`src/rtl/operand_fetch_if.sv`:
```
// Decode-side and execute-side valid/ready bundles of the operand fetch stage.
// slave is the stage's view, master is the view of whatever drives and consumes it.
interface operand_fetch_if;
    logic        in_valid;
    logic        in_ready;
    logic [4:0]  in_rs1;
    logic [4:0]  in_rs2;
    logic [4:0]  in_rd;
    logic [31:0] in_pc;

    logic        out_valid;
    logic        out_ready;
    logic [31:0] out_op_a;
    logic [31:0] out_op_b;
    logic [4:0]  out_rd;
    logic [31:0] out_pc;

    modport slave (
        input  in_valid, in_rs1, in_rs2, in_rd, in_pc, out_ready,
        output in_ready, out_valid, out_op_a, out_op_b, out_rd, out_pc
    );

    modport master (
        output in_valid, in_rs1, in_rs2, in_rd, in_pc, out_ready,
        input  in_ready, out_valid, out_op_a, out_op_b, out_rd, out_pc
    );
endinterface

```
`src/rtl/operand_fetch.sv`:
```
// Operand fetch: reads the register file, forwards EX/MEM results, stalls on load-use,
// and hands registered operands to execute through a valid/ready handshake.
module operand_fetch #(
    parameter int unsigned CNT_W = 16
) (
    input  logic                clk,
    input  logic                rst_n,
    input  logic                flush,
    operand_fetch_if.slave      bus,
    output logic [4:0]          rf_rd_addr_a,
    output logic [4:0]          rf_rd_addr_b,
    input  logic [31:0]         rf_rd_data_a,
    input  logic [31:0]         rf_rd_data_b,
    input  logic                ex_wr_en,
    input  logic [4:0]          ex_rd,
    input  logic [31:0]         ex_wr_data,
    input  logic                ex_is_load,
    input  logic                mem_wr_en,
    input  logic [4:0]          mem_rd,
    input  logic [31:0]         mem_wr_data,
    output logic [CNT_W-1:0]    hazard_count
);
    localparam int unsigned XLEN = 32;
    localparam int unsigned RW   = 5;

    // S1: instruction waiting for register file data
    logic            s1_valid_q, s1_valid_d;
    logic [RW-1:0]   s1_rs1_q, s1_rs1_d;
    logic [RW-1:0]   s1_rs2_q, s1_rs2_d;
    logic [RW-1:0]   s1_rd_q, s1_rd_d;
    logic [XLEN-1:0] s1_pc_q, s1_pc_d;

    // S2: output register set
    logic            out_valid_q, out_valid_d;
    logic [XLEN-1:0] out_op_a_q, out_op_a_d;
    logic [XLEN-1:0] out_op_b_q, out_op_b_d;
    logic [RW-1:0]   out_rd_q, out_rd_d;
    logic [XLEN-1:0] out_pc_q, out_pc_d;

    logic [CNT_W-1:0] hazard_count_q, hazard_count_d;

    logic            s2_free_c;
    logic            hazard_c;
    logic            s1_adv_c;
    logic            in_ready_c;
    logic            accept_c;
    logic [XLEN-1:0] op_a_c;
    logic [XLEN-1:0] op_b_c;

    // Newest producer wins: non-load EX result, then MEM, then the register file; x0 is hardwired.
    function automatic logic [XLEN-1:0] forward(
        input logic [RW-1:0]   rs,
        input logic [XLEN-1:0] rf_data,
        input logic            ex_en,
        input logic [RW-1:0]   ex_dst,
        input logic [XLEN-1:0] ex_data,
        input logic            mem_en,
        input logic [RW-1:0]   mem_dst,
        input logic [XLEN-1:0] mem_data
    );
        logic [XLEN-1:0] val;
        val = rf_data;
        if (mem_en && (mem_dst != '0) && (mem_dst == rs)) val = mem_data;
        if (ex_en && (ex_dst != '0) && (ex_dst == rs))    val = ex_data;
        if (rs == '0)                                      val = '0;
        return val;
    endfunction

    always_comb begin
        s2_free_c  = !out_valid_q || bus.out_ready;
        hazard_c   = s1_valid_q && ex_is_load && ex_wr_en && (ex_rd != '0) &&
                     ((ex_rd == s1_rs1_q) || (ex_rd == s1_rs2_q));
        s1_adv_c   = s1_valid_q && !hazard_c && s2_free_c;
        in_ready_c = (!s1_valid_q || s1_adv_c) && !flush;
        accept_c   = bus.in_valid && in_ready_c;
    end

    // A held instruction keeps re-reading so its data tracks write-backs.
    always_comb begin
        if (s1_valid_q && !s1_adv_c) begin
            rf_rd_addr_a = s1_rs1_q;
            rf_rd_addr_b = s1_rs2_q;
        end else begin
            rf_rd_addr_a = bus.in_rs1;
            rf_rd_addr_b = bus.in_rs2;
        end
    end

    always_comb begin
        op_a_c = forward(s1_rs1_q, rf_rd_data_a, ex_wr_en && !ex_is_load, ex_rd, ex_wr_data,
                         mem_wr_en, mem_rd, mem_wr_data);
        op_b_c = forward(s1_rs2_q, rf_rd_data_b, ex_wr_en && !ex_is_load, ex_rd, ex_wr_data,
                         mem_wr_en, mem_rd, mem_wr_data);
    end

    always_comb begin
        s1_valid_d     = s1_valid_q;
        s1_rs1_d       = s1_rs1_q;
        s1_rs2_d       = s1_rs2_q;
        s1_rd_d        = s1_rd_q;
        s1_pc_d        = s1_pc_q;
        out_valid_d    = out_valid_q;
        out_op_a_d     = out_op_a_q;
        out_op_b_d     = out_op_b_q;
        out_rd_d       = out_rd_q;
        out_pc_d       = out_pc_q;
        hazard_count_d = hazard_count_q;

        if (flush) begin
            s1_valid_d  = 1'b0;
            out_valid_d = 1'b0;
        end else begin
            if (accept_c) begin
                s1_valid_d = 1'b1;
                s1_rs1_d   = bus.in_rs1;
                s1_rs2_d   = bus.in_rs2;
                s1_rd_d    = bus.in_rd;
                s1_pc_d    = bus.in_pc;
            end else if (s1_adv_c) begin
                s1_valid_d = 1'b0;
            end

            if (s1_adv_c) begin
                out_valid_d = 1'b1;
                out_op_a_d  = op_a_c;
                out_op_b_d  = op_b_c;
                out_rd_d    = s1_rd_q;
                out_pc_d    = s1_pc_q;
            end else if (bus.out_ready) begin
                out_valid_d = 1'b0;
            end

            if (hazard_c && (hazard_count_q != {CNT_W{1'b1}})) begin
                hazard_count_d = hazard_count_q + CNT_W'(1);
            end
        end
    end

    always_ff @(posedge clk) begin
        if (!rst_n) begin
            s1_valid_q     <= 1'b0;
            s1_rs1_q       <= '0;
            s1_rs2_q       <= '0;
            s1_rd_q        <= '0;
            s1_pc_q        <= '0;
            out_valid_q    <= 1'b0;
            out_op_a_q     <= '0;
            out_op_b_q     <= '0;
            out_rd_q       <= '0;
            out_pc_q       <= '0;
            hazard_count_q <= '0;
        end else begin
            s1_valid_q     <= s1_valid_d;
            s1_rs1_q       <= s1_rs1_d;
            s1_rs2_q       <= s1_rs2_d;
            s1_rd_q        <= s1_rd_d;
            s1_pc_q        <= s1_pc_d;
            out_valid_q    <= out_valid_d;
            out_op_a_q     <= out_op_a_d;
            out_op_b_q     <= out_op_b_d;
            out_rd_q       <= out_rd_d;
            out_pc_q       <= out_pc_d;
            hazard_count_q <= hazard_count_d;
        end
    end

    assign bus.in_ready  = in_ready_c;
    assign bus.out_valid = out_valid_q;
    assign bus.out_op_a  = out_op_a_q;
    assign bus.out_op_b  = out_op_b_q;
    assign bus.out_rd    = out_rd_q;
    assign bus.out_pc    = out_pc_q;
    assign hazard_count  = hazard_count_q;

endmodule

```
`src/flat_wrapper.sv`:
```
// flat-port wrapper written by rule: the top's interface ports become plain ports
module operand_fetch_flat 
#(
    parameter int unsigned CNT_W = 16
)
  (clk, rst_n, flush, rf_rd_addr_a, rf_rd_addr_b, rf_rd_data_a, rf_rd_data_b, ex_wr_en, ex_rd, ex_wr_data, ex_is_load, mem_wr_en, mem_rd, mem_wr_data, hazard_count, bus_in_valid, bus_in_rs1, bus_in_rs2, bus_in_rd, bus_in_pc, bus_out_ready, bus_in_ready, bus_out_valid, bus_out_op_a, bus_out_op_b, bus_out_rd, bus_out_pc);
  operand_fetch_if bus_i ();
  input  logic clk;
  input  logic rst_n;
  input  logic flush;
  output logic [4:0] rf_rd_addr_a;
  output logic [4:0] rf_rd_addr_b;
  input  logic [31:0] rf_rd_data_a;
  input  logic [31:0] rf_rd_data_b;
  input  logic ex_wr_en;
  input  logic [4:0] ex_rd;
  input  logic [31:0] ex_wr_data;
  input  logic ex_is_load;
  input  logic mem_wr_en;
  input  logic [4:0] mem_rd;
  input  logic [31:0] mem_wr_data;
  output logic [CNT_W-1:0] hazard_count;
  input wire logic [$bits(bus_i.in_valid)-1:0] bus_in_valid;
  input wire logic [$bits(bus_i.in_rs1)-1:0] bus_in_rs1;
  input wire logic [$bits(bus_i.in_rs2)-1:0] bus_in_rs2;
  input wire logic [$bits(bus_i.in_rd)-1:0] bus_in_rd;
  input wire logic [$bits(bus_i.in_pc)-1:0] bus_in_pc;
  input wire logic [$bits(bus_i.out_ready)-1:0] bus_out_ready;
  output wire logic [$bits(bus_i.in_ready)-1:0] bus_in_ready;
  output wire logic [$bits(bus_i.out_valid)-1:0] bus_out_valid;
  output wire logic [$bits(bus_i.out_op_a)-1:0] bus_out_op_a;
  output wire logic [$bits(bus_i.out_op_b)-1:0] bus_out_op_b;
  output wire logic [$bits(bus_i.out_rd)-1:0] bus_out_rd;
  output wire logic [$bits(bus_i.out_pc)-1:0] bus_out_pc;
  assign bus_i.in_valid = bus_in_valid;
  assign bus_i.in_rs1 = bus_in_rs1;
  assign bus_i.in_rs2 = bus_in_rs2;
  assign bus_i.in_rd = bus_in_rd;
  assign bus_i.in_pc = bus_in_pc;
  assign bus_i.out_ready = bus_out_ready;
  assign bus_in_ready = bus_i.in_ready;
  assign bus_out_valid = bus_i.out_valid;
  assign bus_out_op_a = bus_i.out_op_a;
  assign bus_out_op_b = bus_i.out_op_b;
  assign bus_out_rd = bus_i.out_rd;
  assign bus_out_pc = bus_i.out_pc;
  operand_fetch #(.CNT_W(CNT_W)) u_core (.clk(clk), .rst_n(rst_n), .flush(flush), .bus(bus_i), .rf_rd_addr_a(rf_rd_addr_a), .rf_rd_addr_b(rf_rd_addr_b), .rf_rd_data_a(rf_rd_data_a), .rf_rd_data_b(rf_rd_data_b), .ex_wr_en(ex_wr_en), .ex_rd(ex_rd), .ex_wr_data(ex_wr_data), .ex_is_load(ex_is_load), .mem_wr_en(mem_wr_en), .mem_rd(mem_rd), .mem_wr_data(mem_wr_data), .hazard_count(hazard_count));
endmodule
```
`config.mk`:
```
export PLATFORM = sky130hd
export DESIGN_NAME = operand_fetch_flat
export DESIGN_NICKNAME = d
export VERILOG_FILES = /design/src/rtl/operand_fetch_if.sv /design/src/rtl/operand_fetch.sv /design/src/flat_wrapper.sv
export SDC_FILE = /design/constraint.sdc
export NUM_CORES = 1
export LEC_CHECK = 0
export ABC_AREA = 1
export CAP_MARGIN = 20
export CELL_PAD_IN_SITES_DETAIL_PLACEMENT = 1
export CELL_PAD_IN_SITES_GLOBAL_PLACEMENT = 2
export CORE_ASPECT_RATIO = 0.6
export CORE_MARGIN = 1.5
export CORE_UTILIZATION = 21
export DETAILED_ROUTE_END_ITERATION = 10
export GPL_ROUTABILITY_DRIVEN = 0
export PLACE_DENSITY_LB_ADDON = 0.1
export SYNTH_ARGS = -nofsm -noshare
export SYNTH_HDL_FRONTEND = slang
export SYNTH_SLANG_ARGS = --single-unit
```
`constraint.sdc`:
```
create_clock -name clk -period 1.5 [get_ports clk]
set_input_delay 0.15 -clock clk [delete_from_list [all_inputs] [get_ports clk]]
set_output_delay 0.15 -clock clk [all_outputs]
set_load 0.05 [all_outputs]
```
Word level (Yosys, flattened, before mapping)
Cells that the tools add are included.
{ "totals": {"input_bits": 193, "out_inout_bits": 129, "reg_bits": 166, "word_cells": 67} }
{ "classes": {"addsub": 1, "reduce_logical": 36, "n_eq_ne": 5, "bitwise": 2, "n_mux": 12} }
{ "op_table": {"columns": ["operator", "count"], "rows": [
  ["$mux 32", 6],
  ["$eq 5x5->1", 4],
  ["$logic_and 1x1->1", 17],
  ["$add 16x1->16 const B", 1],
  ["$ne 16x16->1 const B", 1],
  ["$logic_not 5->1", 2],
  ["$mux 5", 2],
  ["$reduce_bool 5->1", 2],
  ["$logic_not 1->1", 6],
  ["$reduce_and 2->1", 3],
  ["$mux 1", 4],
  ["$reduce_bool 2->1", 2],
  ["$logic_or 1x1->1", 3],
  ["$not 1->1", 2],
  ["$reduce_or 2->1", 1]
]} }

Longest topological paths before layout
Gate-level depths: netlist of the first run.
{ "depth": {"word_depth": 11, "mapped_depth": 15, "mapped_depth_nobuf": 13} }

Worst setup path after synthesis of the first run
No wires, ideal clock.
{ "synth_path": {"path_kind": "register -> output", "start": "reg u_core.s1_rs1_q[3]", "end": "out rf_rd_addr_a[0]", "required_ps": 1350, "stages_incl_launch_ff": 12, "arrival_time_ps": 2336, "path_buffers": 1, "setup_slack_ps": -986, "path_cell_list": "dfxtp_1 inv_1 nand2_1 nand2_1 nor2_1 nand3_2 nand2_1 nand2_2 nand3_2 nand2_2 clkbuf_1 o21ai_0"} }
{ "synth_between": {"elab_chain_len": 9} }
{ "synth_lines": {"columns": ["element", "line_no", "rtl"], "rows": [
  ["start: declaration", "operand_fetch.sv:28", "logic [RW-1:0] s1_rs1_q, s1_rs1_d;"],
  ["start signal: assignment", "operand_fetch.sv:154", "s1_rs1_q <= s1_rs1_d;"],
  ["$eq 5x5->1", "operand_fetch.sv:72", "((ex_rd == s1_rs1_q) || (ex_rd == s1_rs2_q));"],
  ["$logic_or 1x1->1", "operand_fetch.sv:72", null],
  ["$logic_and 1x1->1", "operand_fetch.sv:71", "hazard_c = s1_valid_q && ex_is_load && ex_wr_en && (ex_rd != '0) &&"],
  ["$logic_not 1->1", "operand_fetch.sv:73", "s1_adv_c = s1_valid_q && !hazard_c && s2_free_c;"],
  ["$logic_and 1x1->1 (2 in series)", "operand_fetch.sv:73", null],
  ["$logic_not 1->1", "operand_fetch.sv:80", "if (s1_valid_q && !s1_adv_c) begin"],
  ["$logic_and 1x1->1", "operand_fetch.sv:80", null],
  ["$mux 5", "operand_fetch.sv:80", null],
  ["end: declaration", "flat_wrapper.sv:11", "output logic [4:0] rf_rd_addr_a;"]
]} }
Every way passes these cells.

Final worst setup path of the first run
{ "layout_path": {"start": "reg u_core.s1_rs1_q[0]", "end": "out rf_rd_addr_b[4]"} }
{ "layout_between": {"elab_chain_len": 9} }
{ "layout_lines": {"columns": ["element", "line_no", "rtl"], "rows": [
  ["$eq 5x5->1", "operand_fetch.sv:72", null],
  ["$logic_or 1x1->1", "operand_fetch.sv:72", null],
  ["$logic_and 1x1->1", "operand_fetch.sv:71", null],
  ["$logic_not 1->1", "operand_fetch.sv:73", null],
  ["$logic_and 1x1->1 (2 in series)", "operand_fetch.sv:73", null],
  ["$logic_not 1->1", "operand_fetch.sv:80", null],
  ["$logic_and 1x1->1", "operand_fetch.sv:80", null],
  ["$mux 5", "operand_fetch.sv:80", null],
  ["end: declaration", "flat_wrapper.sv:12", "output logic [4:0] rf_rd_addr_b;"]
]} }
Every way passes these cells.

==> qor.txt, run 1 <==
wirelength, routed = 51,400 microns
Worst Path Arrival = 2.07 ns
drc violations = 0
Worst Hold End = u_core.hazard_count[2]$_SDFFE_PN0P_
# placed instances = 2,536
hold path start = rst_n
r2r worst-path depth = 15
FF-to-FF setup slack = -0.63 ns
Tot Pwr = 12,400 uW
Util after Layout = 0.392
WS Path Type = reg2out
dpl hpwl = 34,400 microns
global-route wire length before repair = 75,200 microns
syn_nets = 1,796
clk_skew = 0.0226 ns
final worst slack = -0.716 ns
reg-to-reg endpoint = u_core.bus.out_op_b[17]$_SDFFE_PN0P_
Port Buffers = 321
P per Cell Area = 707 mW/mm^2
Relative slew margins = 0.594
layout cell share with drive strength beyond 1 = 0.308
largest net degree at the start of global routing = 73
clk slew on worst S/H paths = 0.09 ns
worst skew pair latency = 0.46 ns
Vert. Die Dim = 168 microns
post-route antenna net violation count = 0
Site Rows = 60
period utilization = 1.48
FF-to-FF Start = u_core.s1_rs1_q[0]$_SDFFE_PN0P_
die width = 278 microns
cells after synthesis = 1,602
CTS tree = built
GRT Resource Usage Total = 0.215
sequential cell area = 0.00339 sq mm
wire per inst = 19.4 microns
CTS buffer count = 17
Initial Util = 0.213
Pre-antenna DRT Iters = 5
Final Critical Period = 2.22 ns
vias in the first global route = 11.9k
CTS sink count = 166
Net count, final = 2,240
Layout area overhead = 84.2%
die area = 0.0467 sq mm
Critical Path Source = u_core.s1_rs1_q[0]$_SDFFE_PN0P_
#FFs+latches synth = 166
f_max = 451 MHz
Final Hold Fails = 0
actual slew at the worst max-slew pin = 0.604 ns
met2 Use GR = 0.332
post-synthesis cell type count = 30
clock buffer depth = 2
worst-path fanout max = 8
setup TNS = -98.72 ns
Yosys warnings = 0
hold crit path type = in2reg
CP Capture Type = output pin
multi-input logic area = 0.00577 sq mm
antenna violations before repair = 5
total number of vias = 11.8k
root buffer cell = clkbuf_16
Peak VDD IR = 737 uV
setup violators final = 176
Vias per Instance = 4.47
max_cap viols = 0
# fillers = 5,431
hold depth = 4
gr ovfl total = 0
Hold-fix buffers, CTS = 0
register area share after synthesis = 0.349
GRT met1 Usage = 0.314
synthesized area = 0.00953 sq mm
Req. time, crit path = 1.35 ns
met3 Usage GRT = 0.0334
Core ar. = 0.0448 sq mm
initial drt markers = 632
CP startpoint kind = flop
global route hottest layer = met2
failing checks = setup timing
LEAKAGE = 0.00832 uW
syn_area_per_cell = 5.95 sq um
status = finished with violations
I/O pin count = 322
final non-filler cell total = 2,651
RSZ-0062 raised after global routing = yes
Final Max Tran Viols = 0
H-tree depth = 4
flip-flops by register name (all words and copies together) (netlist names):
name / count
u_core.bus.out_pc: 32
u_core.hazard_count: 16
u_core.s1_valid_q: 1
u_core.s1_rs1_q: 5
u_core.bus.out_op_b: 32
u_core.bus.out_rd: 5
u_core.bus.out_valid: 1
u_core.s1_pc_q: 32
u_core.bus.out_op_a: 32
u_core.s1_rs2_q: 5
u_core.s1_rd_q: 5
stage by stage:
stage          hold WS [ns]  setup slack, ns  cell area [sq um]
6_report              0.206           -0.716              17600
3_3_place_gp          0.470           -0.689              14500
2_1_floorplan         0.373           -0.268               9820
3_5_place_dp          0.475           -0.749              14500
5_1_grt               0.195           -0.848              17500
4_1_cts               0.167           -0.729              16900
cell usage after synthesis:
| cell type | instances | area (sq um) |
|---|---|---|
| nand2_1 | 326 | 1220 |
| o21ai_0 | 13 | 65.1 |
| dfxtp_1 | 166 | 3320 |
| inv_1 | 237 | 890 |
| xor2_1 | 6 | 52.6 |
| nor2_2 | 2 | 12.5 |
| a31oi_1 | 2 | 12.5 |
| nor3b_1 | 1 | 7.51 |
| clkinv_1 | 24 | 90.1 |
| buf_6 | 5 | 56.3 |
| o21a_1 | 2 | 15.0 |
| buf_1 | 7 | 26.3 |
| a21oi_2 | 1 | 8.76 |
| nor4_1 | 3 | 18.8 |
| a21oi_1 | 53 | 265 |
| nand3_2 | 3 | 30.0 |
| nand4_2 | 1 | 12.5 |
| buf_2 | 25 | 125 |
| inv_2 | 6 | 22.5 |
| xnor2_1 | 11 | 96.3 |
| nor3_1 | 9 | 45.0 |
| o21ai_1 | 2 | 10.0 |
| buf_4 | 14 | 105 |
| ha_1 | 1 | 12.5 |
| nor2_1 | 336 | 1260 |
| nand2_2 | 3 | 18.8 |
| nand3_1 | 240 | 1200 |
| nand4_1 | 52 | 325 |
| clkbuf_1 | 50 | 188 |
| a211oi_1 | 1 | 7.51 |
repair_timing:
action	CTS	global route
buffers inserted	47	19
gates resized for setup	195	136
pin swaps	83	66
endpoints found under the setup margin	176	177
gates cloned	28	8
metal layers:
| layer | vias up | routed length [microns] |
|---|---|---|
| met2 | 201 | 22900 |
| met5 | - | 7 |
| met3 | 36 | 1810 |
| li1 | 5853 | - |
| met4 | 2 | 531 |
| met1 | 5749 | 26100 |
critical path, stage by stage, from the launching register on:
cell and delay (ns):
dfxtp_4 0.37, nor2_4 0.12, nor2_4 0.06, nor2_4 0.12, nand3_2 0.08, nand2_2 0.10
nand2_4 0.07, nand3_4 0.09, nand2_8 0.10, buf_16 0.17, o21ai_4 0.16, buf_12 0.15
cells by family after synthesis:
family / count (synthesis) / synth area share
compound gates: 74 / 0.0403
xor+xnor: 17 / 0.0156
flops: 166 / 0.349
simple gates: 976 / 0.436
buf+inv: 368 / 0.158
fa+ha+maj: 1 / 0.00131
worst max path at each step:
stage	endpoint	slack (ns)	cells after the start
5_1_grt	rf_rd_addr_b[4]	-0.85	13
3_5_place_dp	u_core.bus.out_pc[24]$_SDFFE_PN0P_	-0.75	14
4_1_cts	rf_rd_addr_b[2]	-0.73	13
3_3_place_gp	u_core.bus.out_pc[24]$_SDFFE_PN0P_	-0.69	14
6_report	rf_rd_addr_b[4]	-0.72	11
2_1_floorplan	rf_rd_addr_a[4]	-0.27	12
layout make-up:
cell class,count,area share
clock buffer,17,0.0242
inverter,267,0.0583
timing repair buffer,526,0.342
sequential,166,0.193
clock inverter,15,0.0104
multi-input combinational,1068,0.329
tap,589,0.0420
antenna,3,0.000428
where the power goes:
| part | switching [uW] | total (uW) | internal (uW) |
|---|---|---|---|
| registers | 63.2 | 4560 | 4500 |
| logic | 1700 | 3170 | 1480 |
| clock network | 2400 | 4670 | 2270 |
placed cells by master (no fill, tap or decap), types with 7 or more instances in the layout:
cell type | netlist | routed
a21oi_2 | 1 | 28
buf_6 | 5 | 23
nor2_4 | 0 | 8
clkbuf_16 | 0 | 25
dfxtp_1 | 166 | 142
clkinv_1 | 24 | 20
buf_16 | 0 | 23
a21oi_1 | 53 | 22
nand4_1 | 52 | 52
nand3_4 | 0 | 7
o21ai_4 | 0 | 10
buf_8 | 0 | 12
nand2_4 | 0 | 7
nand3_1 | 240 | 174
dfxtp_2 | 0 | 8
buf_4 | 14 | 203
nor2_2 | 2 | 40
clkdlybuf4s50_1 | 0 | 190
nor2_1 | 336 | 290
nand2_2 | 3 | 38
inv_1 | 237 | 224
nand3_2 | 3 | 62
inv_2 | 6 | 17
buf_12 | 0 | 65
xnor2_1 | 11 | 8
dfxtp_4 | 0 | 16
nand2_1 | 326 | 282
No activity file was read; power rests on OpenSTA's default activity.
==> run 2, diff against run 1 <==
CORE_UTILIZATION = 29   (was 21)
DONT_BUFFER_PORTS = 1   (was unset)
SKIP_LAST_GASP = 1   (was unset)
==> run 2 against run 1 <==
The run still ends with setup timing left. Setup slack gained 0.038 ns. Clock skew down 0.0077 ns. Flip-flop and latch count unchanged.
==> qor.txt, run 2 (synthesized netlist as in run 1, its figures left out) <==
f_max = 459 MHz
failing checks = setup timing
multi-input logic area = 0.00563 sq mm
worst-path fanout max = 9
Core ar. = 0.0324 sq mm
GRT Resource Usage Total = 0.252
CTS buffer count = 17
WS Path Type = reg2out
H-tree depth = 4
# placed instances = 2,160
root buffer cell = clkbuf_16
P per Cell Area = 764 mW/mm^2
FF-to-FF setup slack = -0.66 ns
clock buffer depth = 2
Initial Util = 0.295
global-route wire length before repair = 65,500 microns
Pre-antenna DRT Iters = 5
post-route antenna net violation count = 0
vias in the first global route = 11.3k
die area = 0.0340 sq mm
antenna violations before repair = 3
max_cap viols = 0
Vias per Instance = 4.96
actual slew at the worst max-slew pin = 0.506 ns
Net Switching = 3620 uW
status = finished with violations
wirelength, routed = 47,300 microns
Int Pwr = 8120 uW
final hold slack = 0.0336 ns
wire per inst = 20.4 microns
worst skew pair latency = 0.45 ns
hold depth = 4
FF-to-FF Start = u_core.s1_rs1_q[1]$_SDFFE_PN0P_
RSZ-0062 raised after global routing = yes
most frequent cells in the layout = 291 x nor2_1, 278 x nand2_1, 221 x inv_1, 205 x nand3_1, 195 x buf_4
Net count, final = 2,069
Final Hold Fails = 0
clk slew on worst S/H paths = 0.06 ns
CTS sink count = 166
reg-to-reg endpoint = u_core.s1_pc_q[0]$_SDFFE_PN0P_
LEAKAGE = 0.00752 uW
most common cell after layout, fill and taps aside = nor2_1
total number of vias = 11.5k
CP startpoint kind = flop
Switching Fraction = 0.308
gr ovfl total = 0
Req. time, crit path = 1.35 ns
die width = 237 microns
sequential cell area = 0.00339 sq mm
drc violations = 0
Final Critical Period = 2.18 ns
CP Capture Type = output pin
final standard cell area without fillers = 0.0154 sq mm
Port Buffers = 0
I/O pin count = 322
dpl hpwl = 31,000 microns
hold path start = bus_in_rs2[2]
Layout area overhead = 61.2%
Gate power share = 0.220
CTS tree = built
largest net degree at the start of global routing = 55
r2r worst-path depth = 18
# fillers = 4,058
period utilization = 1.45
Worst Path Arrival = 2.03 ns
hold crit path type = in2reg
clk_skew = 0.0149 ns
initial drt markers = 622
Final Max Tran Viols = 0
layout cell share with drive strength beyond 1 = 0.310
setup violators final = 176
register share of total power = 0.389
final worst slack = -0.678 ns
Site Rows = 51
placed instance area = 0.0122 sq mm
Peak VDD IR = 744 uV
final non-filler cell total = 2,315
Vert. Die Dim = 143 microns
clock network power share = 0.391
Critical Path Source = u_core.s1_rs1_q[1]$_SDFFE_PN0P_
Relative slew margins = 0.659
Worst Hold End = u_core.s1_rs2_q[2]$_SDFFE_PN0P_
==> run 2: cell count changes in the layout (fill, tap and decap cells not counted), moves of 6 or more <==
| cell | before | now |
|---|---|---|
| buf_12 | 65 | 55 |
| buf_16 | 23 | 11 |
| buf_4 | 203 | 195 |
| clkbuf_16 | 25 | 39 |
| clkdlybuf4s50_1 | 190 | 0 |
| clkinv_8 | 6 | 0 |
| dlygate4sd3_1 | 0 | 46 |
| inv_2 | 17 | 26 |
| nand2_2 | 38 | 44 |
| nand3_1 | 174 | 205 |
| nand3_2 | 62 | 31 |
==> run 2: power by group through the flow <==
stage	Sequential [uW]	Combinational (uW)	Clock, uW
after floorplan	4760	1150	0
after global placement	4660	1960	0
after detailed placement	4670	1980	0
after CTS	4560	2310	4710
after global routing	4570	2780	4880
final	4560	2580	4590
==> run 2: worst max-delay path by stage <==
stage                                           to  slack [ns]  cells past startpoint
4_1_cts                            rf_rd_addr_b[1]       -0.71                     12
3_3_place_gp   u_core.bus.out_op_b[1]$_SDFFE_PN0P_       -0.32                     13
5_1_grt                            rf_rd_addr_b[1]       -0.78                     12
3_5_place_dp   u_core.bus.out_op_b[9]$_SDFFE_PN0P_       -0.37                     13
2_1_floorplan                      rf_rd_addr_a[4]       -0.27                     12
6_report                           rf_rd_addr_b[1]       -0.68                     12
==> run 2: timing repair <==
item                       4_1_cts  5_1_grt
hold endpoints to repair        71        0
cloned                          14       26
gates resized for setup         72      203
pin swaps                       25      114
setup buffers                   25       16
hold buffers                    48        0
setup endpoints to repair      176      177
==> run 2: per-layer routing <==
metal	routed length (microns)	part of all wire	up-vias	global-route usage
met5	0	0	-	0
met4	991	0.021	0	0.0762
met3	2940	0.062	58	0.0622
met2	20800	0.44	286	0.396
met1	22500	0.48	5644	0.342
li1	-	-	5496	-
==> run 2: cell type report <==
class | instances | share of cell area
flip-flops and latches | 166 | 0.221
inverters | 267 | 0.0661
repair buffers | 355 | 0.273
well taps | 424 | 0.0345
clock buffers | 22 | 0.0302
clock inverters | 10 | 0.00782
diodes | 3 | 0.000489
multi-input cells | 1068 | 0.367
==> run 2: critical path, stage by stage, from the launching register on <==
cell	delay, ns
dfxtp_4	0.37
inv_2	0.04
nand2_1	0.05
nand2_1	0.07
nor2_2	0.10
nand3_2	0.13
nand2_2	0.10
nand2_4	0.06
nand3_4	0.09
nand2_8	0.09
buf_12	0.17
o21ai_4	0.16
buf_12	0.15
==> run 2: stage by stage <==
stage               utilization  setup TNS [ns]  setup WS [ns]  power [uW]
floorplan                     -          -10.60         -0.268        5900
global placement          0.376          -41.62         -0.324        6630
detailed placement        0.376          -51.53         -0.370        6650
CTS                       0.434          -96.28         -0.712       11600
global route              0.475         -117.02         -0.776       12200
finish                    0.475          -95.26         -0.678       11700
==> RTL edit 1: new RTL, config.mk and constraints of run 2 <==
`s1_rs1_q`, `s1_rs2_q`, `out_op_a_q` and `out_op_b_q` no longer have a reset.
--- a/src/rtl/operand_fetch.sv
+++ b/src/rtl/operand_fetch.sv
@@ -141,4 +141,2 @@
             s1_valid_q     <= 1'b0;
-            s1_rs1_q       <= '0;
-            s1_rs2_q       <= '0;
             s1_rd_q        <= '0;
@@ -146,4 +144,2 @@
             out_valid_q    <= 1'b0;
-            out_op_a_q     <= '0;
-            out_op_b_q     <= '0;
             out_rd_q       <= '0;
@@ -153,4 +149,2 @@
             s1_valid_q     <= s1_valid_d;
-            s1_rs1_q       <= s1_rs1_d;
-            s1_rs2_q       <= s1_rs2_d;
             s1_rd_q        <= s1_rd_d;
@@ -158,4 +152,2 @@
             out_valid_q    <= out_valid_d;
-            out_op_a_q     <= out_op_a_d;
-            out_op_b_q     <= out_op_b_d;
             out_rd_q       <= out_rd_d;
@@ -164,2 +156,9 @@
         end
+    end
+
+    always_ff @(posedge clk) begin
+        s1_rs1_q   <= s1_rs1_d;
+        s1_rs2_q   <= s1_rs2_d;
+        out_op_a_q <= out_op_a_d;
+        out_op_b_q <= out_op_b_d;
     end
Behaviour: differs if rst_n is asserted again (counterexample within 4 cycles, from zero or initial values and one cycle with rst_n low); with rst_n held inactive, the same outputs for 4 cycles.
==> RTL edit 1 against run 2 <==
The run ends with negative hold slack, negative setup slack left; cell count decreased by 21%; synthesized cell count fell by 29%; routed wire length decreased by 15%; sequential cell count unchanged; register-to-register slack got worse by 0.11 ns; power is 0.84% lower; worst setup slack lost 0.096 ns; combinational power decreased by 24%; final area down 5.6%; area after synthesis fell by 8.9%; largest cell class unchanged.
==> RTL edit 1: results (changes against run 2) <==
<table>
<tr><th>Metric</th><th>Value</th></tr>
<tr><th colspan="2">Outcome</th></tr>
<tr><td>Outcome</td><td>complete, but fails checks (unchanged)</td></tr>
<tr><td>Failing checks</td><td>negative hold slack, negative setup slack (was negative setup slack)</td></tr>
<tr><th colspan="2">Route</th></tr>
<tr><td>Via density per instance</td><td>4.95 (was 4.96)</td></tr>
<tr><td>Number of design-rule violations left by the first detailed-router iteration</td><td>505 (was 622)</td></tr>
<tr><th colspan="2">Global routing</th></tr>
<tr><td>Wire length of the first global-routing pass</td><td>57.2 mm (was 65.5 mm)</td></tr>
<tr><td>Pin count of the biggest net entering global routing</td><td>85 (was 55)</td></tr>
<tr><td>Met3 usage</td><td>0.0756 (was 0.0622)</td></tr>
<tr><th colspan="2">Min path</th></tr>
<tr><td>Hold path cells</td><td>2 (was 4)</td></tr>
<tr><td>Startpoint of the lowest-slack hold path</td><td>rst_n (was bus_in_rs2[2])</td></tr>
<tr><td>Hold Path Sink</td><td>u_core.bus.out_rd[2]$_SDFFE_PN0P_ (was u_core.s1_rs2_q[2]$_SDFFE_PN0P_)</td></tr>
<tr><th colspan="2">Finish</th></tr>
<tr><td>Layout multi-input combinational cell count</td><td>667 (was 1068)</td></tr>
<tr><td>Area occupied by registers</td><td>4110 um2 (was 3390 um2)</td></tr>
<tr><td>Invs w/o clock</td><td>244 (was 267)</td></tr>
<tr><th colspan="2">Yosys</th></tr>
<tr><td>Mean instance size in the synthesized netlist</td><td>7.60 um2 (was 5.95 um2)</td></tr>
<tr><td>Post-synthesis adder-cell area fraction</td><td>0.00144 (was 0.00131)</td></tr>
<tr><td>Xor-xnor portion of the synthesized cell area</td><td>0.0192 (was 0.0156)</td></tr>
<tr><td>Sequential-to-total area share from yosys stat</td><td>0.468 (was 0.349)</td></tr>
<tr><th colspan="2">Placement</th></tr>
<tr><td>Placed cell count</td><td>1631 (was 2160)</td></tr>
<tr><td>Area after detailed placement</td><td>10600 um2 (was 12200 um2)</td></tr>
<tr><th colspan="2">Power</th></tr>
<tr><td>Final Total Pwr</td><td>11.6 mW (was 11.7 mW)</td></tr>
<tr><td>Leakage power figure</td><td>6.52 nW (was 7.52 nW)</td></tr>
<tr><th colspan="2">STA</th></tr>
<tr><td>Smallest setup slack after layout</td><td>-0.774 ns (was -0.678 ns)</td></tr>
<tr><td>Hold Slack</td><td>-0.178 ns (was 0.0336 ns)</td></tr>
<tr><td>Total setup violations reported at the end of the flow</td><td>240 (was 176)</td></tr>
<tr><td>Setup_tns</td><td>-150.45 ns (was -95.26 ns)</td></tr>
<tr><td>Number of endpoints with negative hold slack in the final report</td><td>83 (was 0)</td></tr>
<tr><th colspan="2">Critical path</th></tr>
<tr><td>Data arrival time at the worst-slack endpoint</td><td>2.65 ns (was 2.03 ns)</td></tr>
<tr><td>Worst setup path end</td><td>u_core.s1_rd_q[3]$_SDFFE_PN0P_ (was rf_rd_addr_b[1])</td></tr>
<tr><th colspan="2">Floorplan</th></tr>
<tr><td>Die area</td><td>31000 um2 (was 34000 um2)</td></tr>
</table>
-- RTL edit 1: cell count changes after synthesis, moves of 9 or more --
| cell | change |
|---|---|
| sky130_fd_sc_hd__buf_2 | -19 |
| sky130_fd_sc_hd__inv_2 | +9 |
| sky130_fd_sc_hd__clkinv_1 | -24 |
| sky130_fd_sc_hd__nand2_1 | -128 |
| sky130_fd_sc_hd__buf_4 | -12 |
| sky130_fd_sc_hd__o21ai_0 | +156 |
| sky130_fd_sc_hd__o21ai_1 | +11 |
| sky130_fd_sc_hd__edfxtp_1 | +74 |
| sky130_fd_sc_hd__dfxtp_1 | -74 |
| sky130_fd_sc_hd__nor2_1 | -279 |
| sky130_fd_sc_hd__o21bai_1 | +64 |
| sky130_fd_sc_hd__nand4_1 | -10 |
| sky130_fd_sc_hd__nand3_1 | -224 |
-- RTL edit 1: worst reg2reg max path: cells and delay by family, from the launching register on --
family	cells	cell delay [ns]
buf+inv	6	0.77
flops	1	0.42
simple gates	11	1.02
==> RTL edit 2: new RTL, settings of run 2 <==
Made on the original files. `CNT_W` is set to 16 in 2 places; all go to 20.
--- a/src/rtl/operand_fetch.sv
+++ b/src/rtl/operand_fetch.sv
@@ -3,3 +3,3 @@
 module operand_fetch #(
-    parameter int unsigned CNT_W = 16
+    parameter int unsigned CNT_W = 20
 ) (
--- a/src/flat_wrapper.sv
+++ b/src/flat_wrapper.sv
@@ -3,3 +3,3 @@
 #(
-    parameter int unsigned CNT_W = 16
+    parameter int unsigned CNT_W = 20
 )
Ports: changed (resized hazard_count); port bits go from 322 to 326. No check against the original RTL was run, so the function may have changed too.
==> RTL edit 2 against run 2 <==
The flow still finishes with violations (negative setup slack); sequential share of layout area fell by 0.63 points; largest power group is now registers; sequential cell count rose by 4; clock skew fell by 0.0049 ns; routed wire length increased by 7.1%; first-iteration DRC count is 23% higher; largest cell class unchanged; power increased by 0.95%; area after synthesis increased by 3.3%; final area grew 4.7%; worst setup slack got worse by 0.045 ns.
==> RTL edit 2: results (changes against run 2) <==
<table>
<tr><th>Metric</th><th>Value</th></tr>
<tr><th colspan="2">Outcome</th></tr>
<tr><td>Outcome</td><td>complete, but fails checks (unchanged)</td></tr>
<tr><td>Failing checks</td><td>negative setup slack (unchanged)</td></tr>
<tr><th colspan="2">Yosys</th></tr>
<tr><td>Post-synthesis adder-cell area fraction</td><td>0.00127 (was 0.00131)</td></tr>
<tr><td>Syn nets</td><td>1850 (was 1796)</td></tr>
<tr><td>Xor-xnor portion of the synthesized cell area</td><td>0.0196 (was 0.0156)</td></tr>
<tr><td>Top cells by area, synth</td><td>sky130_fd_sc_hd__dfxtp_1, sky130_fd_sc_hd__nor2_1, sky130_fd_sc_hd__nand2_1 (unchanged)</td></tr>
<tr><th colspan="2">STA</th></tr>
<tr><td>Fin Clk Skew</td><td>0.00998 ns (was 0.0149 ns)</td></tr>
<tr><td>Total setup violations reported at the end of the flow</td><td>180 (was 176)</td></tr>
<tr><td>Smallest setup slack after layout</td><td>-0.723 ns (was -0.678 ns)</td></tr>
<tr><th colspan="2">Clock network</th></tr>
<tr><td>Clock transition at the registers of the reported paths</td><td>0.08 ns (was 0.06 ns)</td></tr>
<tr><td>Cts hold-fix bufs</td><td>50 (was 48)</td></tr>
<tr><th colspan="2">Route</th></tr>
<tr><td>Number of design-rule violations left by the first detailed-router iteration</td><td>766 (was 622)</td></tr>
<tr><td>DRT Pass-1 Iters</td><td>7 (was 5)</td></tr>
<tr><th colspan="2">Placement</th></tr>
<tr><td>DP Worst Slack</td><td>-0.451 ns (was -0.370 ns)</td></tr>
<tr><th colspan="2">Finish</th></tr>
<tr><td>Invs w/o clock</td><td>271 (was 267)</td></tr>
<tr><th colspan="2">Power</th></tr>
<tr><td>Leakage power figure</td><td>7.81 nW (was 7.52 nW)</td></tr>
<tr><td>Max IR drop VDD</td><td>0.847 mV (was 0.744 mV)</td></tr>
<tr><th colspan="2">Global routing</th></tr>
<tr><td>Wire length of the first global-routing pass</td><td>70.3 mm (was 65.5 mm)</td></tr>
<tr><td>Overall global routing resource usage</td><td>0.262 (was 0.252)</td></tr>
<tr><th colspan="2">Min path</th></tr>
<tr><td>Hold path cells</td><td>3 (was 4)</td></tr>
</table>
==> RTL edit 2: cell count changes after synthesis, sizes merged, moves of 7 or more <==
| cell | delta |
|---|---|
| nand2 | +20 |
| nand3 | -29 |
| clkinv | -22 |
| clkbuf | +7 |
| nor2 | +11 |
| inv | +23 |
| nand4 | +34 |
==> RTL edit 2: routing by layer <==
| layer | up-vias | routed length (um) | global-route usage |
|---|---|---|---|
| met5 | - | 0 | 0 |
| met4 | 0 | 913 | 0.0625 |
| met3 | 56 | 3140 | 0.0482 |
| met2 | 344 | 23400 | 0.416 |
| met1 | 5876 | 23200 | 0.366 |
| li1 | 5713 | - | - |
==> RTL edit 2: worst min path at each step <==
stage / start / end
finish: rst_n / u_core.s1_pc_q[30]$_SDFFE_PN0P_
global route: rst_n / u_core.s1_pc_q[22]$_SDFFE_PN0P_
CTS: rst_n / u_core.hazard_count[5]$_SDFFE_PN0P_
detailed placement: rst_n / u_core.hazard_count[2]$_SDFFE_PN0P_
global placement: rst_n / u_core.hazard_count[7]$_SDFFE_PN0P_
floorplan: bus_in_rs1[0] / u_core.s1_rs1_q[0]$_SDFFE_PN0P_
==> RTL edit 2: power by group <==
part / total [mW] / internal (mW) / switching [mW]
Sequential: 4.68 / 4.62 / 0.0557
Combinational: 2.78 / 1.12 / 1.66
Clock: 4.38 / 2.21 / 2.18
==> RTL edit 2: stage by stage <==
stage	hold WS [ns]	setup TNS, ns	instance area [um2]	instances	utilization
final	0.0417	-97.70	16100	2411	0.479
after global routing	0.0624	-116.01	16100	2411	0.479
after CTS	0.0400	-86.48	14500	2363	0.431
after detailed placement	0.285	-66.01	12500	2241	0.371
after global placement	0.272	-53.86	12500	2241	0.371
after floorplan	0.373	-16.97	10400	1656	-
